## src/rtl/alu_issue.sv

```systemverilog
// Decode/operand-fetch stage feeding the external alu: 4x8 register file, LDI, illegal-op flag.
// Define ALU_ISSUE_ZERO_REG_EN to hardwire r0 to 0x00.
module alu_issue #(
  parameter int unsigned NREGS = 4
) (
  input  logic       clk,
  input  logic       rst,
  input  logic [7:0] instr,
  input  logic       instr_valid,
  output logic       instr_ready,
  output logic [7:0] alu_a,
  output logic [7:0] alu_b,
  output logic [2:0] alu_ctrl,
  output logic       alu_f,
  input  logic [7:0] alu_c,
  output logic       wb_valid,
  output logic [1:0] wb_addr,
  output logic [7:0] wb_data,
  output logic       illegal,
  input  logic [1:0] dbg_addr,
  output logic [7:0] dbg_data
);

  typedef enum logic [1:0] {StIdle, StImm, StExec, StWb} state_e;

  localparam logic [2:0] OpLogic = 3'b000;
  localparam logic [2:0] OpArith = 3'b011;
  localparam logic [2:0] OpShift = 3'b100;
  localparam logic [2:0] OpLdi   = 3'b111;

  state_e                  state_q, state_d;
  logic [NREGS-1:0][7:0]   regs_q, regs_d;
  logic [7:0]              alu_a_q, alu_a_d;
  logic [7:0]              alu_b_q, alu_b_d;
  logic [2:0]              alu_ctrl_q, alu_ctrl_d;
  logic                    alu_f_q, alu_f_d;
  logic [1:0]              rd_q, rd_d;
  logic [7:0]              res_q, res_d;
  logic                    illegal_q, illegal_d;

  logic [2:0] op;
  logic       f_bit;
  logic [1:0] rd;
  logic [1:0] rs2;
  logic       accept;
  logic       wr_en;

  assign op    = instr[7:5];
  assign f_bit = instr[4];
  assign rd    = instr[3:2];
  assign rs2   = instr[1:0];

  // Ready is a function of state only; reset forces it low while asserted.
  assign instr_ready = ~rst & ((state_q == StIdle) | (state_q == StImm));
  assign accept      = instr_valid & instr_ready;

`ifdef ALU_ISSUE_ZERO_REG_EN
  // r0 never leaves its reset value, so reads of r0 return 0x00 without a read-side mux.
  assign wr_en = (rd_q != 2'd0);
`else
  assign wr_en = 1'b1;
`endif

  always_comb begin
    state_d    = state_q;
    regs_d     = regs_q;
    alu_a_d    = alu_a_q;
    alu_b_d    = alu_b_q;
    alu_ctrl_d = alu_ctrl_q;
    alu_f_d    = alu_f_q;
    rd_d       = rd_q;
    res_d      = res_q;
    illegal_d  = 1'b0;

    case (state_q)
      StIdle: begin
        if (accept) begin
          case (op)
            OpLogic, OpArith, OpShift: begin
              alu_a_d    = regs_q[rd];
              alu_b_d    = regs_q[rs2];
              alu_ctrl_d = op;
              alu_f_d    = f_bit;
              rd_d       = rd;
              state_d    = StExec;
            end
            OpLdi: begin
              rd_d    = rd;
              state_d = StImm;
            end
            default: illegal_d = 1'b1;
          endcase
        end
      end
      StImm: begin
        if (accept) begin
          res_d   = instr;
          state_d = StWb;
        end
      end
      StExec: begin
        res_d   = alu_c;
        state_d = StWb;
      end
      StWb: begin
        if (wr_en) begin
          regs_d[rd_q] = res_q;
        end
        state_d = StIdle;
      end
      default: state_d = StIdle;
    endcase
  end

  always_ff @(posedge clk) begin
    if (rst) begin
      state_q    <= StIdle;
      regs_q     <= '0;
      alu_a_q    <= 8'h00;
      alu_b_q    <= 8'h00;
      alu_ctrl_q <= 3'b000;
      alu_f_q    <= 1'b0;
      rd_q       <= 2'd0;
      res_q      <= 8'h00;
      illegal_q  <= 1'b0;
    end else begin
      state_q    <= state_d;
      regs_q     <= regs_d;
      alu_a_q    <= alu_a_d;
      alu_b_q    <= alu_b_d;
      alu_ctrl_q <= alu_ctrl_d;
      alu_f_q    <= alu_f_d;
      rd_q       <= rd_d;
      res_q      <= res_d;
      illegal_q  <= illegal_d;
    end
  end

  assign alu_a    = alu_a_q;
  assign alu_b    = alu_b_q;
  assign alu_ctrl = alu_ctrl_q;
  assign alu_f    = alu_f_q;

  // The write lands at the end of the WB cycle, so a debug read during WB still sees the old value.
  assign wb_valid = ~rst & (state_q == StWb);
  assign wb_addr  = rd_q;
  assign wb_data  = res_q;
  assign illegal  = illegal_q;
  assign dbg_data = regs_q[dbg_addr];

endmodule

```

## config.mk

```make
export PLATFORM = sky130hd
export DESIGN_NAME = alu_issue
export DESIGN_NICKNAME = d
export VERILOG_FILES = /design/src/rtl/alu_issue.sv
export SDC_FILE = /design/constraint.sdc
export NUM_CORES = 1
export LEC_CHECK = 0
export ABC_CLOCK_PERIOD_IN_PS = 2000
export BUFFER_PORTS_ARGS = -buffer_cell sky130_fd_sc_hd__buf_4
export CAP_MARGIN = 30
export CORE_UTILIZATION = 51
export DETAILED_ROUTE_END_ITERATION = 12
export PLACE_DENSITY = 0.71
export SLEW_MARGIN = 20
export SYNTH_ARGS = -nofsm -noshare
export SYNTH_HDL_FRONTEND = slang
export SYNTH_SLANG_ARGS = --single-unit
```

## constraint.sdc

```tcl
create_clock -name clk -period 2 [get_ports clk]
set_clock_uncertainty 0.1 [all_clocks]
set_input_delay 0.2 -clock clk [delete_from_list [all_inputs] [get_ports clk]]
set_output_delay 0.2 -clock clk [all_outputs]
set_load 0.05 [all_outputs]
```

==> results.md, run 1 <==
* Outcome: finished, violations left
* Failing checks: DRC
* Post-synth ARST share at 0%
* First-pass GRT wire length at ~14000 um
* Critical R2R Launch: state_q[1]$_SDFFE_PP0P_
* I/O pins at 62
* Clock sinks at 65
* Clock Tree Root: clkbuf_8
* Pin count of the biggest net entering global routing at 44
* DR pass1 iterations at 11
* Layout area overhead at 19.6%
* Worst-skew pair later-pin latency at about 350 ps
* Crit path to: instr_ready
* Worst EP arrival at 1620 ps
* Drt total wl at between 8000 and 9000 um
* Top cell type by total area after synthesis: dfxtp_1
* Final Instance Area at approximately 4200 um^2
* Worst hold-check path type: input port to flip-flop
* Chip height at around 85 um
* Power Density at 969 nW/um^2
* Critical Path Slowest Stage Cell: dfxtp_2
* Max-cap check violation count at 0
* Synth area leaders: dfxtp_1 (37%), mux4_2 (16%), mux2i_1 (11%)
* DR iter-0 viols at ~120
* Cts bufs inserted at 9
* GPL Wtd Cong at about 0.76
* Worst setup path category: flip-flop to output pin
* Kind of end point of the critical path: output pin
* Maximum operating frequency at ~520 MHz
* CP Cell Sequence: inv_1 > ha_4 > or2_2 > and2_1 > buf_6
* Number of global-route vias before repair at around 2.6k
* Clock transition at path regs at around 70 ps
* Tot Pwr at ~4.0 mW
* Tightest Pin Transition at ~610 ps
* CTS max path bufs at 2
* Port Buf Inserts at just over 60
* TNS Setup at 0 ps
* Routed len/inst at ~18 um
* RR Endpoint: wb_data[1]$_SDFFE_PP0P_
* Post-route antenna net violation count at 0
* CP required at about 1700 ps
* Min cycle time layout at between 1500 and 2000 ps
* Synthesis Warnings at 0
* Rows at 29
* N_diodes at 0
* Initial antenna violation count at 0
* Max H-tree Level at 3
* Slowest Stage Delay on Critical Path at ~350 ps
* Post-Route Utilization at 64.5%
* Placed inst area at between 3000 and 4000 um^2
* Fin crit share at a little over nine tenths
* Total GRT Usage at between 20% and 30%
* Slew Limit Fails at 0
* Top-count cell post-synth: dfxtp_1
* Remaining DRCs at 2
* Netlist cell types at 35
* Post-synth top cells: dfxtp_1 (65), mux2i_1 (40), nor2_1 (39)
* Final HPWL DP at approximately 5700 um
* Max-slew headroom at the worst pin at 59.1%
* Yosys reg bits at 65
* Chip Width at 84.6 um
* Area of the die at ~7200 um^2
* Via density at around 5.8
* Register area share after synthesis at between 30% and 40%
* Crit path max-delay family: simple AND/OR/NAND/NOR gates
* Worst reg2reg path depth at 5
* Grt total ovfl at 0
* Post-synthesis cell area at roughly 3500 um^2
* Number of enable flip-flop cells after synthesis at 0
* Mean Syn Cell Area at approximately 10 um^2
* Critical path origin: state_q[0]$_SDFFE_PP0P_
* Via total after detailed routing at ~2.8k
* Initial Util at between 50% and 60%
* CP max FO at 8
* Main synth FF type: dfxtp_1
* Reg2Reg Setup Slack at between 150 and 200 ps
* Number of buffers and inverters on the critical path at 2
* Syn Inst Count at ~350
* Final hold violation count at 0
* Core Region at roughly 6500 um^2
* Critical path startpoint category: flip-flop
* RSZ-0062 raised after global routing: no
* Maximum VDD drop at between 800 and 900 uV
* P_leak at between 1.5 and 2 nW
* Stages on worst setup path at 5
* Final nets at about 420
* CTS tree: yes
* Top cell type's share of synthesized area at between 30 and 40%
* Synthesized Nets at 370
* Setup violators final at 0
* Layout cells sized above 1 at 31.4%
## metrics by stage
stage	setup WS (ps)	instances	hold slack (ps)
6_report	77.8	478	7.26
5_1_grt	26.4	478	8.78
3_3_place_gp	226	461	361
3_5_place_dp	186	461	364
4_1_cts	8.81	477	2.03
2_1_floorplan	313	345	244
## power by group
group	leakage, nW	internal, mW	switching (mW)
clock	0.0974	0.607	0.499
combinational	1.19	0.508	0.838
sequential	0.526	1.41	0.177
## cells by family (layout without fill, tap and decap cells)
logic type               count (synthesis)  count (layout)  synth area share, %
multiplexers                            66              66                 27.7
AND/OR/NAND/NOR                        137             137                 19.4
flip-flops                              65              65                 37.4
buffers and inverters                   35              91                 5.03
adder cells (fa/ha/maj)                  4               4                 1.44
AO/OA/AOI/OAI                           36              36                 8.59
XOR/XNOR                                 2               2                0.503
## placed cells by master, fill, tap and decap left out, drive strengths merged, types with 3 or more instances in the layout
cell / Yosys / layout
a211oi: 8 / 8
a21oi: 4 / 4
and3b: 3 / 3
buf: 20 / 72
clkbuf: 12 / 13
dfxtp: 65 / 65
ha: 4 / 4
inv: 3 / 3
mux2i: 40 / 40
mux4: 24 / 24
nand2: 16 / 16
nand3: 37 / 37
nand3b: 4 / 4
nor2: 39 / 39
nor2b: 22 / 22
nor3: 8 / 8
o211ai: 16 / 16
o21ai: 3 / 3
or2: 3 / 3
## layer usage
layer / vias up / GRT usage, % / share of wire, %
met5: - / 0 / 0
met3: 10 / 3.64 / 5.0
met2: 80 / 39.5 / 48
met1: 1339 / 33.0 / 46
met4: 0 / 12.0 / 1.5
li1: 1359 / - / -
## final cells by class
type	instances	area (um^2)
Fill cell	545	2290
Multi-Input combinational cell	245	2020
Sequential cell	65	1300
Timing Repair Buffer	72	544
Clock buffer	13	149
Tap cell	77	96.3
Clock inverter	3	40.0
Inverter	3	11.3
## worst min path at each step
stage | slack, ps | start | to | depth (start not counted)
CTS | 2 | instr[4] | alu_f$_SDFFE_PP0P_ | 2
global placement | 360 | instr[4] | alu_f$_SDFFE_PP0P_ | 2
detailed placement | 360 | instr[4] | alu_f$_SDFFE_PP0P_ | 2
global route | 9 | instr[4] | alu_f$_SDFFE_PP0P_ | 2
finish | 7 | instr[4] | alu_f$_SDFFE_PP0P_ | 2
floorplan | 240 | instr[7] | alu_ctrl[2]$_SDFFE_PP0P_ | 1
## sequential cells by signal (all words and copies together) (netlist names)
signal and count:
state_q 2, regs_q 32, alu_ctrl 3, alu_a 8, wb_data 8, alu_b 8, alu_f 1, wb_addr 2
illegal 1
## timing repair
action | 4_1_cts | 5_1_grt
endpoints found under the setup margin | 1 | 1
setup buffers | 0 | 0
resized for setup | 1 | 6
hold buffers | 0 | 0
(Power assumes the default switching activity.)
==> inputs of run 2 (changes only) <==
--- a/config.mk
+++ b/config.mk
@@ -5,12 +5,13 @@
 export SDC_FILE = /design/constraint.sdc
 export NUM_CORES = 1
 export LEC_CHECK = 0
-export ABC_CLOCK_PERIOD_IN_PS = 2000
+export ABC_CLOCK_PERIOD_IN_PS = 1600
 export BUFFER_PORTS_ARGS = -buffer_cell sky130_fd_sc_hd__buf_4
 export CAP_MARGIN = 30
-export CORE_UTILIZATION = 51
+export CORE_UTILIZATION = 50
 export DETAILED_ROUTE_END_ITERATION = 12
-export PLACE_DENSITY = 0.71
+export PLACE_DENSITY = 0.72
+export RECOVER_POWER = 25
 export SLEW_MARGIN = 20
 export SYNTH_ARGS = -nofsm -noshare
 export SYNTH_HDL_FRONTEND = slang
==> constraint.sdc (replaced) <==
create_clock -name clk -period 1.6 [get_ports clk]
set_clock_uncertainty 0.1 [all_clocks]
set_input_delay 0.16 -clock clk [delete_from_list [all_inputs] [get_ports clk]]
set_output_delay 0.16 -clock clk [all_outputs]
set_load 0.05 [all_outputs]
==> run 2 against run 1 <==
The flow finishes with violations (setup timing). Sequential power grew 27%. Hold slack better by 6.2 ps. Die area rose by 1.9%. Cell count up 6.7%. Setup slack worse by 180 ps. Critical path type unchanged. First-iteration DRC count is 55% higher. Critical path depth stayed put. Combinational power is 46% higher. Sequential share of layout area shrank 1.8 points. Critical endpoint unchanged. Non-clock buffer count increased by 29. Count of clock-buffer cells in the layout unchanged.
==> results.md, run 2 (synthesis results as in run 1) <==
* Clock Tree Root: clkbuf_8
* Layout fillers at 527 (-3.3%)
* RSZ-0062 raised after global routing: yes
* Worst reg2reg path depth at 6 (+1)
* Clock transition at path regs at 70 ps (about the same)
* Max-slew headroom at the worst pin at 58.9% (-0.20 points)
* Placed Cells incl. Taps at 470 (+2.0%)
* Commonest cells after routing, fill and taps aside: buf_4 (67), dfxtp_1 (44), mux2i_1 (40)
* Power Density at 1190 nW/um^2 (+23%)
* DR iter-0 viols at 181 (+55%)
* Worst EP arrival at 1450 ps (-170 ps)
* Max H-tree Level at 3 (unchanged)
* Final HPWL DP at 5910 um (+2.9%)
* Max reg flops at 32 (unchanged)
* Slew Limit Fails at 0 (unchanged)
* Core Region at 6760 um^2 (+4.6%)
* GPL Wtd Cong at 0.881 (+15%)
* Max-cap check violation count at 0 (unchanged)
* Reg2Reg Setup Slack at -70 ps (-260 ps)
* Outcome: finished, violations left
* Number of global-route vias before repair at 2955 (+12%)
* CTS max path bufs at 2 (unchanged)
* Remaining DRCs at 0 (-2)
* Initial Util at 51.6% (-2.4 points)
* Worst-skew pair later-pin latency at 340 ps (about the same)
* Drt total wl at 9220 um (+9.7%)
* Via density at 5.96 (+2.2%)
* P_leak at 1.94 nW (+6.9%)
* DR pass1 iterations at 5 (-6)
* Worst setup path category: flip-flop to output pin
* Fin crit share at 107%
* CTS tree: yes
* Initial antenna violation count at 0 (unchanged)
* Kind of end point of the critical path: output pin
* Layout area overhead at 29.6%
* Multi-input gate area at 2080 um^2 (+3.0%)
* Maximum VDD drop at 745 uV (-9.0%)
* Post-Route Utilization at 66.8% (+2.3 points)
* Failing checks: setup timing
* Min cycle time layout at between 1500 and 2000 ps
* Chip Width at 85.5 um (+0.97%)
* Maximum operating frequency at between 500 and 600 MHz
* N_diodes at 0 (unchanged)
* Rows at 30 (+3.4%)
* Total GRT Usage at 26.2% (+1.5 points)
* Port Buf Inserts at 61 (unchanged)
* Area of the die at 7300 um^2 (+1.9%)
* Worst hold-check path type: input port to flip-flop
* Via total after detailed routing at 3041 (+9.1%)
* WHS at 13.4 ps (+6.15 ps)
* Largest reg by FF count: regs_q
* Non-filler instance count after layout at 510 (+6.7%)
* Chip height at 85.5 um (+0.97%)
* Min setup slack post-route at -106 ps (-184 ps)
* Cts bufs inserted at 9 (unchanged)
* Final nets at 450 (+6.9%)
* CP required at 1340 ps (-360 ps)
* Layout cells sized above 1 at 38.6% (+7.2 points)
* Hold depth at 2 (unchanged)
* Setup violators final at 20 (+20)
* Register Area at 1330 um^2 (+2.0%)
* CP max FO at 3 (-5)
* Routed len/inst at 18.1 um (+2.8%)
* I/O pins at 62 (unchanged)
* Pin count of the biggest net entering global routing at 33 (-25%)
* Grt total ovfl at 0 (unchanged)
* Final hold violation count at 0 (unchanged)
* Critical path startpoint category: flip-flop
* Post-route antenna net violation count at 0 (unchanged)
* Commonest non-fill, non-tap cell in the layout: buf_4
* Tightest Pin Transition at 619 ps (+7.42 ps)
* First-pass GRT wire length at 14700 um (+8.5%)
* Clock sinks at 65 (unchanged)
-- run 2: per-stage QoR --
step | instance area (um^2) | TNS, ps | setup WS (ps) | total power, mW
after floorplan | 3510 | -197 | -24.7 | 3.23
after global placement | 4060 | 0 | 23.7 | 3.67
after detailed placement | 4060 | -192 | -34.4 | 3.71
after CTS | 4480 | -624 | -101 | 5.28
after global routing | 4520 | -1920 | -134 | 5.59
final | 4520 | -875 | -106 | 5.36
-- run 2: final cells by class --
type                       count  area share [%]
clock inverter                 3           0.887
clock buffer                  13            3.30
sequential                    65            29.5
multi-input combinational    245            46.1
inverter                       3           0.360
tap                           80            2.22
timing repair buffer         101            17.7
-- run 2: what timing repair did --
item,in CTS,in global routing
resized for setup,39,14
hold buffers,2,0
setup endpoints to repair,19,36
endpoints found under the hold margin,2,0
pin swaps,3,3
buffers inserted,14,8
gates cloned,0,0
-- run 2: routing by layer --
layer / wire length [um] / track usage (%)
met1: 4090 / 35.1
met2: 4470 / 41.6
met3: 483 / 4.38
met4: 179 / 12.3
met5: 0 / 0
-- run 2: final timing paths --
| kind | to | start |
|---|---|---|
| worst max-delay path | instr_ready | state_q[0]$_SDFFE_PP0P_ |
| worst min-delay path | alu_ctrl[2]$_SDFFE_PP0P_ | instr[7] |
| worst max register to register | regs_q[5]$_SDFFE_PP0P_ | state_q[1]$_SDFFE_PP0P_ |
| worst min register to register | regs_q[31]$_SDFFE_PP0P_ | regs_q[31]$_SDFFE_PP0P_ |
-- run 2: critical path, stage by stage, from the launching register on --
cell	delay, ps
dfxtp_4	390
inv_4	50
ha_4	150
or2_4	220
and2_4	140
buf_8	140
-- run 2: power by group --
part | switching (mW) | internal (mW) | total, mW | leakage, nW
sequential | 0.245 | 1.76 | 2.01 | 0.536
clock | 0.628 | 0.760 | 1.39 | 0.0974
combinational | 1.13 | 0.832 | 1.97 | 1.30
total | 2.01 | 3.36 | 5.36 | 1.94
==> inputs of run 3 (changes only) <==
==> config.mk (replaced) <==
export PLATFORM = sky130hd
export DESIGN_NAME = alu_issue
export DESIGN_NICKNAME = d
export VERILOG_FILES = /design/src/rtl/alu_issue.sv
export SDC_FILE = /design/constraint.sdc
export NUM_CORES = 1
export LEC_CHECK = 0
export ABC_CLOCK_PERIOD_IN_PS = 2000
export BUFFER_PORTS_ARGS = -buffer_cell sky130_fd_sc_hd__buf_4
export CAP_MARGIN = 30
export CELL_PAD_IN_SITES_DETAIL_PLACEMENT = 1
export CELL_PAD_IN_SITES_GLOBAL_PLACEMENT = 1
export CORE_UTILIZATION = 46
export DETAILED_ROUTE_END_ITERATION = 12
export PLACE_DENSITY = 0.81
export RECOVER_POWER = 25
export SYNTH_ARGS = -nofsm -noshare
export SYNTH_HDL_FRONTEND = slang
export SYNTH_SLANG_ARGS = --single-unit
==> constraint.sdc (replaced) <==
create_clock -name clk -period 2 [get_ports clk]
set_clock_uncertainty 0.1 [all_clocks]
set_input_delay 0.2 -clock clk [delete_from_list [all_inputs] [get_ports clk]]
set_output_delay 0.2 -clock clk [all_outputs]
set_load 0.05 [all_outputs]
==> run 3 against run 2 <==
The flow now finishes without violations. Global-route usage fell by 0.12 points. Critical path depth did not move. Utilization fell by 10 points. Flip-flop and latch count did not move. Hold slack improved by 7.6 ps. Count of clock-buffer cells in the layout fell by 2. Critical path type unchanged. Highest routed layer unchanged.
==> results.md, run 3 (synthesis results as in run 1) <==
* Outcome: completed
* Worst-skew pair later-pin latency at 340 ps (about the same)
* Remaining DRCs at 0 (unchanged)
* Clk pwr share at 29.0% (+3.1 points)
* Largest reg by FF count: regs_q
* Drt total wl at 9830 um (+6.6%)
* Psw at 1.60 mW (-20%)
* Reg power frac at 38.6% (+1.1 points)
* Power Density at 1000 nW/um^2 (-15%)
* Slew Limit Fails at 0 (unchanged)
* TNS Setup at 0 ps (+875 ps)
* Initial Util at 47.8% (-3.8 points)
* Commonest non-fill, non-tap cell in the layout: dfxtp_1
* Clock Tree Root: clkbuf_8
* Crit path to: instr_ready
* Area of the die at 7920 um^2 (+8.5%)
* Number of global-route vias before repair at 2880 (-2.5%)
* Clock sinks at 65 (unchanged)
* Clock transition at path regs at 70 ps (about the same)
* Setup violators final at 0 (-100%)
* Max-cap check violation count at 0 (unchanged)
* Worst hold-check path type: input port to flip-flop
* Worst EP arrival at 1630 ps (+180 ps)
* Critical path startpoint category: flip-flop
* Final HPWL DP at 6630 um (+12%)
* I/O pins at 62 (unchanged)
* Initial antenna violation count at 0 (unchanged)
* Pint at 2.53 mW (-24%)
* Total GRT Usage at 26.1% (-0.12 points)
* P_leak at 1.70 nW (-12%)
* CP required at 1700 ps (+360 ps)
* Final hold violation count at 0 (unchanged)
* Maximum operating frequency at 517 MHz
* CTS Hold Bufs at 0 (-2)
* Post-CTS setup buffers at 0 (-14)
* DR iter-0 viols at 126 (-30%)
* Cts bufs inserted at 9 (unchanged)
* Worst setup path category: flip-flop to output pin
* Worst reg2reg path depth at 5 (-1)
* RSZ-0062 raised after global routing: no
* Logic pwr share at 32.4% (-4.3 points)
* Commonest cells after routing, fill and taps aside: dfxtp_1 (63), buf_4 (45), mux2i_1 (40)
* Rows at 31 (+3.3%)
* Switching Share at 38.7% (+1.2 points)
* Max reg flops at 32 (unchanged)
* Fin crit share at between 90% and 100%
* RR Endpoint: wb_data[1]$_SDFFE_PP0P_
* DR pass1 iterations at 4 (-1)
* Chip height at 89.0 um (+4.2%)
* Via density at 5.81 (-2.6%)
* Min cycle time layout at 1930 ps
* Via total after detailed routing at 2898 (-4.7%)
* Critical path origin: state_q[0]$_SDFFE_PP0P_
* Final nets at 420 (-6.7%)
* N_diodes at 0 (unchanged)
* Grt total ovfl at 0 (unchanged)
* Kind of end point of the critical path: output pin
* Post-route antenna net violation count at 0 (unchanged)
* CTS tree: yes
* Maximum VDD drop at 679 uV (-8.9%)
* Max-slew headroom at the worst pin at 26.8% (-32 points)
* Routed len/inst at 19.7 um (+9.0%)
* CTS max path bufs at 2 (unchanged)
* Reg2Reg Setup Slack at 330 ps (+400 ps)
* First-pass GRT wire length at 15100 um (+3.0%)
* GPL Wtd Cong at 0.787 (-11%)
* CP max FO at 8 (+5)
* Non-filler instance count after layout at 499 (-2.2%)
* Critical R2R Launch: state_q[1]$_SDFFE_PP0P_
* Chip Width at 89.0 um (+4.2%)
* Tightest Pin Transition at 1090 ps (+475 ps)
* Port Buf Inserts at 61 (unchanged)
* Placed Cells incl. Taps at 483 (+2.8%)
* Core Region at 7290 um^2 (+7.9%)
* Pin count of the biggest net entering global routing at 46 (+39%)
* Layout cells sized above 1 at 25.8% (-13 points)
* Layout area overhead at 18.1%
* Max H-tree Level at 3 (unchanged)
-- run 3: through the flow --
stage	cell area (um^2)	util [%]	hold slack, ps	power (mW)	setup WS (ps)
after floorplan	3480	-	244	2.56	313
after global placement	3980	54.5	358	2.90	243
after detailed placement	3980	54.5	364	2.93	140
after CTS	4190	57.5	4.25	4.13	5.35
after global routing	4110	56.4	6.99	4.31	8.94
final	4110	56.4	21.0	4.13	65.3
-- run 3: worst min path at each step --
stage          slack, ps  startpoint                        to  cells after the start
5_1_grt                7    instr[4]        alu_f$_SDFFE_PP0P_                      2
3_5_place_dp         360    instr[4]        alu_f$_SDFFE_PP0P_                      2
3_3_place_gp         360    instr[4]        alu_f$_SDFFE_PP0P_                      2
4_1_cts                4    instr[4]        alu_f$_SDFFE_PP0P_                      2
2_1_floorplan        240    instr[7]  alu_ctrl[2]$_SDFFE_PP0P_                      1
6_report              20    instr[4]        alu_f$_SDFFE_PP0P_                      2
-- run 3: critical path, cell delays in order (launching register included) --
cell and delay, ps:
dfxtp_2 350, inv_1 100, ha_4 200, or2_2 290, and2_1 160, buf_4 180
-- run 3: final cells by class --
type / instances / area [um^2]
Clock buffer: 11 / 151
Clock inverter: 5 / 62.6
Fill cell: 857 / 3180
Inverter: 3 / 11.3
Multi-Input combinational cell: 245 / 2020
Sequential cell: 65 / 1300
Tap cell: 99 / 124
Timing Repair Buffer: 71 / 435
-- run 3: repair_timing --
action / CTS / global route
resized for setup: 1 / 6
hold endpoints to repair: 0 / 0
endpoints found under the setup margin: 1 / 1
-- run 3: power groups by stage --
stage / Sequential [mW] / Clock, mW / Combinational (mW)
CTS: 1.59 / 1.21 / 1.33
floorplan: 1.84 / 0 / 0.715
detailed placement: 1.62 / 0 / 1.32
finish: 1.59 / 1.20 / 1.34
global route: 1.61 / 1.28 / 1.42
global placement: 1.61 / 0 / 1.29
-- run 3: routing by layer --
metal,wire (um),global-route usage [%],vias to the layer above
li1,-,-,1353
met1,4430,33.9,1459
met2,4940,43.8,68
met3,295,3.42,18
met4,177,11.4,0
met5,0,0,-
